==> src/rtl/paridade_pkg.sv <==
// rtl/paridade_pkg.sv - shared types and sizes for the parity transmitter
package paridade_pkg;

  typedef enum logic [2:0] {
    IDLE     = 3'd0,
    START    = 3'd1,
    DATA     = 3'd2,
    PARIDADE = 3'd3,
    STOP     = 3'd4
  } estado_t;

  localparam int N_BITS_DADO   = 8;
  localparam int N_BITS_QUADRO = 11;

  // Baud counter must stay at least one bit wide even when every bit lasts one cycle
  function automatic int baud_width(input int clks_per_bit);
    return (clks_per_bit <= 2) ? 1 : $clog2(clks_per_bit);
  endfunction

endpackage

==> src/rtl/gerador_paridade.sv <==
// rtl/gerador_paridade.sv - combinational parity generator, mirror of the 9-bit checker
module gerador_paridade
  import paridade_pkg::*;
#(
  parameter int PARIDADE_IMPAR = 0
) (
  input  logic [N_BITS_DADO-1:0] dado,
  output logic                   par
);

  assign par = (^dado) ^ (PARIDADE_IMPAR != 0);

endmodule

==> src/rtl/transmissor_paridade.sv <==
// rtl/transmissor_paridade.sv - serial frame transmitter: start, 8 data LSB first, parity, stop
module transmissor_paridade
  import paridade_pkg::*;
#(
  parameter int CLKS_PER_BIT   = 4,
  parameter int PARIDADE_IMPAR = 0
) (
  input  logic                   clk,
  input  logic                   rst,
  input  logic [N_BITS_DADO-1:0] dado_in,
  input  logic                   valido,
  output logic                   pronto,
  output logic                   tx,
  output logic                   ocupado,
  output logic [N_BITS_DADO:0]   quadro
);

  localparam int             BW       = baud_width(CLKS_PER_BIT);
  localparam logic [BW-1:0]  BAUD_ULT = BW'(CLKS_PER_BIT - 1);

  estado_t                estado_q, estado_d;
  logic [BW-1:0]          baud_q, baud_d;
  logic [2:0]             idx_q, idx_d;
  logic                   tx_q, tx_d;
  logic                   pronto_q, pronto_d;
  logic [N_BITS_DADO:0]   quadro_q, quadro_d;
  logic                   par;

  gerador_paridade #(
    .PARIDADE_IMPAR(PARIDADE_IMPAR)
  ) u_gerador (
    .dado(dado_in),
    .par (par)
  );

  always_comb begin
    estado_d = estado_q;
    baud_d   = baud_q;
    idx_d    = idx_q;
    quadro_d = quadro_q;

    if (estado_q == IDLE) begin
      baud_d = '0;
      idx_d  = '0;
      if (valido && pronto_q) begin
        quadro_d = {par, dado_in};
        estado_d = START;
      end
    end else if (baud_q != BAUD_ULT) begin
      baud_d = baud_q + 1'b1;
    end else begin
      baud_d = '0;
      case (estado_q)
        START:    estado_d = DATA;
        DATA:     if (idx_q == 3'd7) estado_d = PARIDADE;
                  else idx_d = idx_q + 3'd1;
        PARIDADE: estado_d = STOP;
        STOP:     estado_d = IDLE;
        default:  estado_d = IDLE;
      endcase
    end

    // tx is registered, so it is derived from the state being entered
    case (estado_d)
      START:    tx_d = 1'b0;
      DATA:     tx_d = quadro_d[idx_d];
      PARIDADE: tx_d = quadro_d[N_BITS_DADO];
      default:  tx_d = 1'b1;
    endcase

    pronto_d = (estado_d == IDLE);
  end

  always_ff @(posedge clk or posedge rst) begin
    if (rst) begin
      estado_q <= IDLE;
      baud_q   <= '0;
      idx_q    <= '0;
      tx_q     <= 1'b1;
      pronto_q <= 1'b1;
      quadro_q <= '0;
    end else begin
      estado_q <= estado_d;
      baud_q   <= baud_d;
      idx_q    <= idx_d;
      tx_q     <= tx_d;
      pronto_q <= pronto_d;
      quadro_q <= quadro_d;
    end
  end

  assign tx      = tx_q;
  assign pronto  = pronto_q;
  assign ocupado = ~pronto_q;
  assign quadro  = quadro_q;

endmodule
==> config.mk <==
export PLATFORM = sky130hd
export DESIGN_NAME = transmissor_paridade
export DESIGN_NICKNAME = d
export VERILOG_FILES = /design/src/rtl/paridade_pkg.sv /design/src/rtl/gerador_paridade.sv /design/src/rtl/transmissor_paridade.sv
export SDC_FILE = /design/constraint.sdc
export NUM_CORES = 1
export LEC_CHECK = 0
export CORE_AREA = 2 2 65 67
export DETAILED_ROUTE_END_ITERATION = 10
export DIE_AREA = 0 0 67 69
export PLACE_DENSITY = 0.58
export SETUP_SLACK_MARGIN = 0.02
export SYNTH_ARGS = -nofsm -noshare
export SYNTH_HDL_FRONTEND = slang
export SYNTH_HIERARCHICAL = 1
export SYNTH_SLANG_ARGS = --single-unit
==> constraint.sdc <==
create_clock -name clk -period 2.64 [get_ports clk]
set_input_delay 0.66 -clock clk [delete_from_list [all_inputs] [get_ports clk]]
set_output_delay 0.66 -clock clk [all_outputs]
set_load 0.1 [all_outputs]
==> flow_metrics.tcl <==
set metrics [dict create \
    rows 23 \
    fin_area_sq_um 1320 \
    min_from "baud_q[0]" \
    status "finished clean" \
    dieArea_sq_um 4620 \
    rr_endpoint "tx" \
    dp.cells 161 \
    finalSetupViolations 0 \
    vias 768 \
    instances_no_fill 165 \
    via_per_inst 4.65 \
    critPathRequiredTime_ps 2810 \
    fin_nets 129 \
    grt_usage_pct 10.3 \
    avgSynthCellArea_sq_um 11.4 \
    hold_path.class "flop to flop" \
    cp_max_fo 10 \
    p_per_area_nw_per_um2 734 \
    drt_wl_total_microns 2160 \
    final_common_cell "dfrtp_1" \
    async_flop_share_pct 100 \
    dp_hpwl_microns 1720 \
    reg2regPathDepth 7 \
    grt_overflow_total 0 \
    synth_warnings 6 \
    wl_per_cell_microns 13.1 \
    synth-seq-area-share_pct 45.5 \
    place_congestion 0.794 \
    period_share_pct 77.4 \
    synth-seq-cells 19 \
    clock_latency_ps 250 \
    clock_skew_ps 1.15 \
    dr_wl_met3_microns 115 \
    antenna_found_initial 0 \
    highest-signal-layer "met4" \
    grt_max_degree 20 \
    fillCellCount 413 \
    fp.coreArea_sq_um 3910 \
    grt_pass1_wl_microns 3740 \
    leakage_nw 0.589 \
    root_buffer "clkbuf_8" \
    cts_setup_buffers 0 \
    first_global_vias 813 \
    drt_iter0_drc 23 \
    ios 23 \
    clk_pin_slew_ps 70 \
    cts_hold_buf 0 \
    io_buffers 22 \
    num_antenna_cells 0 \
    syn_inst 92 \
    arrival_ps 2210 \
    mostFrequentLayoutCells "dfrtp_1, buf_4, clkdlybuf4s50_1" \
    whs_ps 464 \
    die_w_microns 67 \
    cts_repair_resize_count 0 \
    min_to "baud_q[0]" \
    grt_setup_unrepaired "no" \
    finalCriticalPeriod_ps 2040 \
    syn2layout_area_growth_pct 25.4 \
    ys.flop_type "dfrtp_1" \
    drt-met1-wl_microns 930 \
    start_kind "primary input" \
    cts_tree "done" \
    hold_violations 0 \
    drive_above_1_share_pct 31.3 \
    crit_type "primary input to flop" \
    syn_nets 105 \
    cts_max_level 1 \
    post_dp_cell_area_sq_um 1270 \
    drc 0 \
    regToRegStartpoint "baud_q[0]" \
    regToRegSetupSlack_ps 680 \
    max_freq_mhz 490 \
    initial_core_util_pct 26.9 \
    synth_area_sq_um 1050 \
    maxCapViolCount 0 \
    setup_tns_ps 0 \
    peakVddDrop_uv 356 \
    antenna_left 0 \
    cts_buffer_depth 2 \
    wl_met2_microns 1090 \
    dr.pass1.iters 4 \
    synth_edf_count 0 \
    cts_buffers 3 \
    holdPathStages 1 \
    cts.sinks 19 \
    synth.distinct_cells 37 \
    power.total_mw 0.967 \
    cp-end-kind "flop" \
    slew_viol_final 0 \
    die_y_microns 69 \
    worst_pin_slew_ps 713 \
    relSlewSlack_pct 52.4 \
]
-- critical path: stages --
cell and delay [ps]:
clkdlybuf4s50_1 460, nand2_1 80, nor3_4 170, buf_4 220
mux2_2 360, a21oi_1 180, a2bb2oi_2 70
-- flip-flops by register name, indices dropped and copies added (netlist names) --
| register | count |
|---|---|
| idx_q | 3 |
| pronto | 1 |
| baud_q | 2 |
| quadro | 9 |
| tx | 1 |
| estado_q | 3 |
-- logic make-up (layout without fill, tap and decap cells) --
family / count (synthesis) / after routing / share of synthesized area [%]
flops: 19 / 19 / 45.5
simple gates: 23 / 23 / 12.9
mux: 12 / 12 / 13.1
compound gates: 17 / 17 / 13.8
xor+xnor: 7 / 7 / 5.83
buf+inv: 12 / 35 / 6.55
fa+ha+maj: 2 / 2 / 2.38
-- synthesized netlist by cell type (2+ instances only) --
cell / number / area, sq um
dfrtp_1: 17 / 425
nand2_1: 8 / 30.0
inv_1: 7 / 26.3
mux2_2: 7 / 78.8
xnor2_1: 6 / 52.6
buf_6: 3 / 33.8
mux2i_1: 3 / 30.0
nor2_1: 3 / 11.3
o21ai_0: 3 / 15.0
a21oi_1: 2 / 10.0
a31oi_1: 2 / 12.5
dfstp_2: 2 / 52.6
ha_1: 2 / 25.0
nand3_1: 2 / 10.0
nor3_1: 2 / 10.0
o22ai_2: 2 / 25.0
-- metal layers --
layer,global-route usage [%],up-vias
li1,-,371
met1,13.7,373
met2,16.8,22
met3,2.12,2
met4,2.72,0
met5,0,-
-- cell type report --
class / count / area (sq um) / area share, %
tap: 50 / 62.6 / 4.75
timing repair buffer: 23 / 198 / 15.0
sequential: 19 / 478 / 36.3
multi-input combinational: 61 / 504 / 38.3
clock buffer: 4 / 45.0 / 3.42
inverter: 8 / 30.0 / 2.28
-- how the worst max path moves through the flow --
stage	startpoint	end	slack, ps	cells past startpoint
finish	valido	tx	600	7
floorplan	pronto	tx	580	6
detailed placement	valido	tx	320	7
global route	baud_q[0]	tx	400	7
global placement	valido	tx	360	7
CTS	valido	tx	580	7
-- power by group --
group / internal, mW / total (mW) / leakage, nW / switching (mW)
clock: 0.107 / 0.197 / 0.0228 / 0.0901
sequential: 0.331 / 0.360 / 0.239 / 0.0287
combinational: 0.113 / 0.411 / 0.327 / 0.298
-- metrics by stage --
step | setup slack, ps | utilization [%]
6_report | 598 | 33.7
5_1_grt | 397 | 33.7
4_1_cts | 579 | 33.7
3_5_place_dp | 316 | 32.5
3_3_place_gp | 363 | 32.5
2_1_floorplan | 582 | -
Note: power is estimated with default switching activity, not from simulation.
